`src/rtl/id_ex_stage.sv`:
```
// ID/EX pipeline register with EX/MEM and MEM/WB bypass onto the ALU inputs and immediate select for src2.
// One-edge latency from id_* to ex_*/alu_*; a load-use hazard raises stall and inserts one bubble (flush wins).
module id_ex_stage #(
  parameter int DATA_W = 16,
  parameter int REG_AW = 3,
  parameter int CTRL_W = 4
) (
  input  logic              clk,
  input  logic              rst_n,
  input  logic              id_valid,
  input  logic [REG_AW-1:0] id_rs1,
  input  logic [REG_AW-1:0] id_rs2,
  input  logic [REG_AW-1:0] id_rd,
  input  logic              id_use_rs1,
  input  logic              id_use_rs2,
  input  logic [DATA_W-1:0] id_rs1_data,
  input  logic [DATA_W-1:0] id_rs2_data,
  input  logic [DATA_W-1:0] id_imm,
  input  logic              id_alu_src,
  input  logic [CTRL_W-1:0] id_alu_control,
  input  logic              id_reg_write,
  input  logic              id_mem_read,
  input  logic              id_mem_write,
  input  logic              flush,
  input  logic              exmem_reg_write,
  input  logic [REG_AW-1:0] exmem_rd,
  input  logic [DATA_W-1:0] exmem_result,
  input  logic              memwb_reg_write,
  input  logic [REG_AW-1:0] memwb_rd,
  input  logic [DATA_W-1:0] memwb_result,
  output logic [DATA_W-1:0] alu_a,
  output logic [DATA_W-1:0] alu_b,
  output logic [CTRL_W-1:0] alu_control,
  output logic              ex_valid,
  output logic              ex_reg_write,
  output logic              ex_mem_read,
  output logic              ex_mem_write,
  output logic [REG_AW-1:0] ex_rd,
  output logic [DATA_W-1:0] ex_store_data,
  output logic              stall,
  output logic [15:0]       bubble_count
);

  typedef struct packed {
    logic              valid;
    logic [REG_AW-1:0] rs1;
    logic [REG_AW-1:0] rs2;
    logic [REG_AW-1:0] rd;
    logic              use_rs1;
    logic              use_rs2;
    logic [DATA_W-1:0] rs1_dat;
    logic [DATA_W-1:0] rs2_dat;
    logic [DATA_W-1:0] imm;
    logic              alu_src;
    logic [CTRL_W-1:0] alu_control;
    logic              reg_write;
    logic              mem_read;
    logic              mem_write;
  } ex_reg_t;

  ex_reg_t ex_q;
  ex_reg_t ex_d;

  logic              load_use;
  logic [DATA_W-1:0] src1_fwd;
  logic [DATA_W-1:0] src2_fwd;

  always_comb begin
    load_use = id_valid & ex_q.valid & ex_q.mem_read & (ex_q.rd != '0) &
               ((id_use_rs1 & (id_rs1 == ex_q.rd)) | (id_use_rs2 & (id_rs2 == ex_q.rd)));
    stall    = load_use & ~flush;
  end

  // Flush and stall both load an all-zero bubble; an idle decode slot clears controls only.
  always_comb begin
    ex_d = '0;
    if (!flush && !stall) begin
      ex_d.valid       = id_valid;
      ex_d.rs1         = id_rs1;
      ex_d.rs2         = id_rs2;
      ex_d.rd          = id_rd;
      ex_d.use_rs1     = id_use_rs1;
      ex_d.use_rs2     = id_use_rs2;
      ex_d.rs1_dat     = id_rs1_data;
      ex_d.rs2_dat     = id_rs2_data;
      ex_d.imm         = id_imm;
      ex_d.alu_src     = id_alu_src;
      ex_d.alu_control = id_valid ? id_alu_control : '0;
      ex_d.reg_write   = id_valid & id_reg_write;
      ex_d.mem_read    = id_valid & id_mem_read;
      ex_d.mem_write   = id_valid & id_mem_write;
    end
  end

  always_ff @(posedge clk or negedge rst_n) begin
    if (!rst_n) begin
      ex_q <= '0;
    end else begin
      ex_q <= ex_d;
    end
  end

  always_ff @(posedge clk or negedge rst_n) begin
    if (!rst_n) begin
      bubble_count <= '0;
    end else if (stall && (bubble_count != 16'hFFFF)) begin
      bubble_count <= bubble_count + 16'd1;
    end
  end

  // EX/MEM is the younger producer, so it outranks MEM/WB; r0 is hardwired zero.
  function automatic logic [DATA_W-1:0] fwd_sel(
    input logic              used,
    input logic [REG_AW-1:0] idx,
    input logic [DATA_W-1:0] rf_dat,
    input logic              em_we,
    input logic [REG_AW-1:0] em_rd,
    input logic [DATA_W-1:0] em_res,
    input logic              mw_we,
    input logic [REG_AW-1:0] mw_rd,
    input logic [DATA_W-1:0] mw_res
  );
    logic [DATA_W-1:0] sel;
    if (idx == '0) begin
      sel = '0;
    end else if (used && em_we && (em_rd == idx)) begin
      sel = em_res;
    end else if (used && mw_we && (mw_rd == idx)) begin
      sel = mw_res;
    end else begin
      sel = rf_dat;
    end
    return sel;
  endfunction

  always_comb begin
    src1_fwd = fwd_sel(ex_q.use_rs1, ex_q.rs1, ex_q.rs1_dat,
                       exmem_reg_write, exmem_rd, exmem_result,
                       memwb_reg_write, memwb_rd, memwb_result);
    src2_fwd = fwd_sel(ex_q.use_rs2, ex_q.rs2, ex_q.rs2_dat,
                       exmem_reg_write, exmem_rd, exmem_result,
                       memwb_reg_write, memwb_rd, memwb_result);
  end

  always_comb begin
    alu_a         = src1_fwd;
    alu_b         = ex_q.alu_src ? ex_q.imm : src2_fwd;
    ex_store_data = src2_fwd;
    alu_control   = ex_q.alu_control;
    ex_valid      = ex_q.valid;
    ex_reg_write  = ex_q.reg_write;
    ex_mem_read   = ex_q.mem_read;
    ex_mem_write  = ex_q.mem_write;
    ex_rd         = ex_q.rd;
  end

endmodule

```
`config.mk`:
```
export PLATFORM = sky130hd
export DESIGN_NAME = id_ex_stage
export DESIGN_NICKNAME = d
export VERILOG_FILES = /design/src/rtl/id_ex_stage.sv
export SDC_FILE = /design/constraint.sdc
export NUM_CORES = 1
export LEC_CHECK = 0
export BUFFER_PORTS_ARGS = -buffer_cell sky130_fd_sc_hd__buf_2
export CAP_MARGIN = 25
export CORE_UTILIZATION = 51
export DETAILED_ROUTE_END_ITERATION = 16
export PLACE_DENSITY_LB_ADDON = 0.08
export SYNTH_ARGS = -nofsm -noshare
export SYNTH_HDL_FRONTEND = slang
export SYNTH_SLANG_ARGS = --single-unit
export TNS_END_PERCENT = 100
```
`constraint.sdc`:
```
create_clock -name clk -period 5.05 [get_ports clk]
set_clock_uncertainty 0.05 [all_clocks]
set_input_delay 0.505 -clock clk [delete_from_list [all_inputs] [get_ports clk]]
set_output_delay 0.505 -clock clk [all_outputs]
set_load 0.03 [all_outputs]
```
## Word-level counts from Yosys, hierarchy flattened

Index checks and enable logic that the tools add are counted.

- Bits in registers: 84
- Word-level logic and storage cells: 59
- Input bits: 111
- Output and inout port bits: 76

- Muxes and demuxes: 9
- Eq/ne operators: 7
- Reductions and logical operators: 15
- Bitwise logic cells: 12
- Add/subtract/negate cells: 1

Operators by type and width:

| cell | count |
|---|---|
| 2-to-1 mux 16 bit | 7 |
| 2-to-1 mux 68 bit | 1 |
| == test 3 bit | 6 |
| adder 16 x 1 -> 16 bit, second input constant | 1 |
| inequality test 16 bit, second input constant | 1 |
| AND 1 bit | 10 |
| logical AND 1 bit | 10 |
| zero test 3 bit | 2 |
| 2-to-1 mux 4 bit | 1 |
| nonzero test 3 bit | 1 |
| zero test 1 bit | 2 |
| inverter 1 bit | 1 |
| bitwise OR 1 bit | 1 |

## Depth between registers and ports, before layout

- Depth after elaboration: 8
- Depth in mapped cells: 7
- Gate-level depth less buffers: 6

## Worst setup path after synthesis

No wires, ideal clock.

- Kind: input to output
- Start: in memwb_rd[1]
- End: out alu_a[10]
- Cell stages on the path: 6
- Path buffers: 1
- Required time: 4,495 ps
- Setup slack: 2,282 ps
- Data arrival time: 2,213 ps
- Cells stage by stage: xnor2_1 nand3_1 nor3_4 buf_4 mux2i_1 a211oi_1

- Word-level cells in the longest chain between the ends: 5

Ends and longest elaborated chain:

| what | RTL line | source |
|---|---|---|
| start, declared | 29 | `input logic [REG_AW-1:0] memwb_rd,` |
| == test 3 bit | 128 | `end else if (used && mw_we && (mw_rd == idx)) begin` |
| logical AND 1 bit | 128 |  |
| 2-to-1 mux 16 bit | 128 |  |
| 2-to-1 mux 16 bit | 126 | `end else if (used && em_we && (em_rd == idx)) begin` |
| 2-to-1 mux 16 bit | 124 | `if (idx == '0) begin` |
| end, declared | 31 | `output logic [DATA_W-1:0] alu_a,` |

Every way passes these cells.

## Worst setup path after layout

- Start: reg ex_q[65] (netlist name)
- End: out alu_a[0]

- Word-level cells in the longest chain between the ends: 5
- Elaborated cells between the ends (all ways): 8
- Classes of those cells: 2 x eq/ne; 3 x mux; 3 x reduce/logical

Ends and longest elaborated chain:

| what | RTL line | source |
|---|---|---|
| start, declared | 61 | `ex_reg_t ex_q;` |
| start signal, assigned | 97 | `ex_q <= '0;` |
| start signal, assigned | 99 | `ex_q <= ex_d;` |
| == test 3 bit | 128 |  |
| logical AND 1 bit | 128 |  |
| 2-to-1 mux 16 bit | 128 |  |
| 2-to-1 mux 16 bit | 126 |  |
| 2-to-1 mux 16 bit * | 124 |  |

Every way passes the cells marked *; elsewhere a longest branch is shown, timed or not.

==> results by group <==
Outcome
  – Status: complete, no violations

Critical path
  – Critical path type: flop to primary output
  – Internal reg-to-reg setup slack: 2.93 ns
  – Crit end category: primary output
  – Setup crit start kind: flop
  – Required time worst endpoint: around 4.5 ns
  – CP max FO: 16
  – Critical Path AT: approximately 2.7 ns
  – Worst r2r src: bubble_count[7]
  – CP startpoint: ex_q[65]

Routing
  – DR vias/cell: ~5.2
  – Detailed Routing Iterations Pass 1: 4
  – Total number of vias: ~3600
  – Initial DRC count: roughly 160
  – Remaining antenna violation count: 0
  – Routed wire length: 11.0 mm
  – DRC violations left: 0
  – Routed wire per std cell: around 16 um

Final layout
  – Util after Layout: 0.693
  – Sequential standard cell area: roughly 0.0021 mm2
  – Antenna cells: 0
  – Area Growth Syn to Fin: 28.4%
  – Share of cells above drive strength 1: 0.408
  – Multi-input logic area: 0.00201 mm2
  – Fill cells: between 600 and 700
  – Nets: around 680

Logic synthesis
  – Mapped Avg Cell Area: roughly 11 um2
  – Mapped Area: roughly 0.0043 mm2
  – Netlist cell types: 34
  – Top_reg_cell synth: dfrtp_1
  – Ys Warns: 0
  – Syn_nets: 507
  – EDFF count, synth: 0
  – Seq cells post-synth: 84
  – Synthesized instance count: 395
  – Asr flop ratio synth: 1.00
  – Sequential area share after synthesis: 0.494

Global route
  – Vias in the first global route: around 3500
  – Initial antenna violation count: 1
  – Largest net degree at the start of global routing: 85
  – Global-route wire length before repair: around 17 mm
  – Tot GR Track Use: 0.261
  – Total grt overflow: 0

Die
  – Die area: 0.00872 mm2
  – Row count: 32
  – Die H: between 90 and 100 um
  – I/O pin total: between 150 and 200
  – Die width: approximately 93 um
  – Starting Density: 0.540
  – Core Region: roughly 0.0079 mm2

Place
  – DPL Wire Length: 8.26 mm
  – PortBufs: 186
  – Routability cong.: approximately 0.83

Timing
  – Relative slew margins: 0.280
  – Peak Freq: between 300 and 400 MHz
  – Slew Limit Fails: 0
  – Final hold violations: 0
  – Setup violations, final: 0
  – RSZ-0062 raised after global routing: false
  – Hold_ws: ~0.29 ns
  – Minimum clock period: around 3.2 ns
  – Final worst path period share: 0.636
  – Worst Tran Pin Value: 1.08 ns
  – Setup TNS: 0 ns

CTS
  – H-Tree Level Count: 3
  – Clock Latency Late Sink: 0.36 ns
  – Hold Buf Count CTS: 0
  – Post-CTS setup buffer count: 0
  – Clock sink count: 84
  – Clk pin slew, worst setup/hold paths: 0.09 ns
  – CTS root buffer: clkbuf_8
  – TritonCTS buffer count: 9
  – CTS resizes: 0
  – CTS tree: done
  – Max clock buf depth: 2

Power and ir drop
  – Cell Pwr Density: 263 mW/mm2
  – Max VDD drop: 0.196 mV
  – Lkg Pwr: approximately 2.8 nW

Flow run
  – Max-capacitance violation count: 0

Min path
  – HP Class: input port to flop
  – Hold Crit Start: id_rd[1]
[cell usage after synthesis (all sizes together) (11+ instances only)]
cell / n / area, um2
or2: 16 / 100
nand2: 23 / 86.3
mux2i: 32 / 320
clkbuf: 18 / 70.1
and3: 26 / 163
dfrtp: 84 / 2100
nor2: 22 / 82.6
buf: 11 / 91.3
xnor2: 21 / 184
a211oi: 16 / 120
a32o: 16 / 161
and2: 61 / 382
[kinds of logic (layout without fill, tap and decap cells)]
family	after synthesis	in the layout	synth area share
xor gates and xnor gates	31	31	0.0638
AOI/OAI and AO/OA	36	36	0.0758
buffers and inverters	29	210	0.0379
DFF	84	84	0.494
adders and majority gates	1	1	0.00294
and+or+nand+nor	179	179	0.243
muxes	35	35	0.0832
[stage by stage]
step / cells / instance area (um2) / power [mW] / setup slack [ns]
3_3_place_gp: 657 / 5190 / 0.982 / 2.14
6_report: 678 / 5470 / 1.44 / 1.84
4_1_cts: 675 / 5420 / 1.45 / 1.76
3_5_place_dp: 659 / 5230 / 0.991 / 2.00
5_1_grt: 678 / 5470 / 1.50 / 1.70
2_1_floorplan: 395 / 4260 / 0.879 / 2.28
[placed cells by master, fill, tap and decap left out, drive strengths merged, types with 21 or more instances in the layout]
cell type and instances:
xnor2 21, nor2 22, mux2i 32, and3 26
dfrtp 84, buf 193, nand2 23, and2 61
[power breakdown]
| part | switching (mW) | total (mW) | leakage [nW] | internal (mW) |
|---|---|---|---|---|
| combinational | 0.160 | 0.267 | 1.62 | 0.107 |
| sequential | 0.0154 | 0.714 | 1.10 | 0.699 |
| clock | 0.258 | 0.459 | 0.0983 | 0.201 |
[metal layers]
layer	GRT usage	share of wire	wire (um)
met5	0	0.0012	13
met4	0.0538	0.013	145
met3	0.0789	0.084	920
met2	0.445	0.49	5390
met1	0.327	0.41	4520
[flip-flops by register name, indices dropped and copies added (netlist names)]
signal and count:
alu_control 4, ex_mem_read 1, bubble_count 16, ex_rd 3, ex_valid 1, ex_mem_write 1, ex_q 57, ex_reg_write 1
[worst paths after layout]
check,to,cells past startpoint
setup / recovery,alu_a[0],6
min in group asynchronous,ex_q[10],2
max in group asynchronous,ex_q[50],3
hold / removal,ex_rd[1],2
setup reg to reg,bubble_count[1],4
hold reg to reg,bubble_count[13],1
[critical path, stage by stage (launching register included)]
cell and delay [ns]:
dfrtp_1 0.44, xnor2_1 0.17, nand3_1 0.13, nor3_4 0.83, mux2i_1 0.22, a211oi_1 0.27, buf_2 0.24
[area by class of cell]
type / count / area share
multi-input combinational: 282 / 0.367
timing repair buffer: 194 / 0.190
clock buffer: 10 / 0.0252
clock inverter: 6 / 0.00962
sequential: 84 / 0.385
tap: 102 / 0.0234
Power figures use the tool's default switching activity.
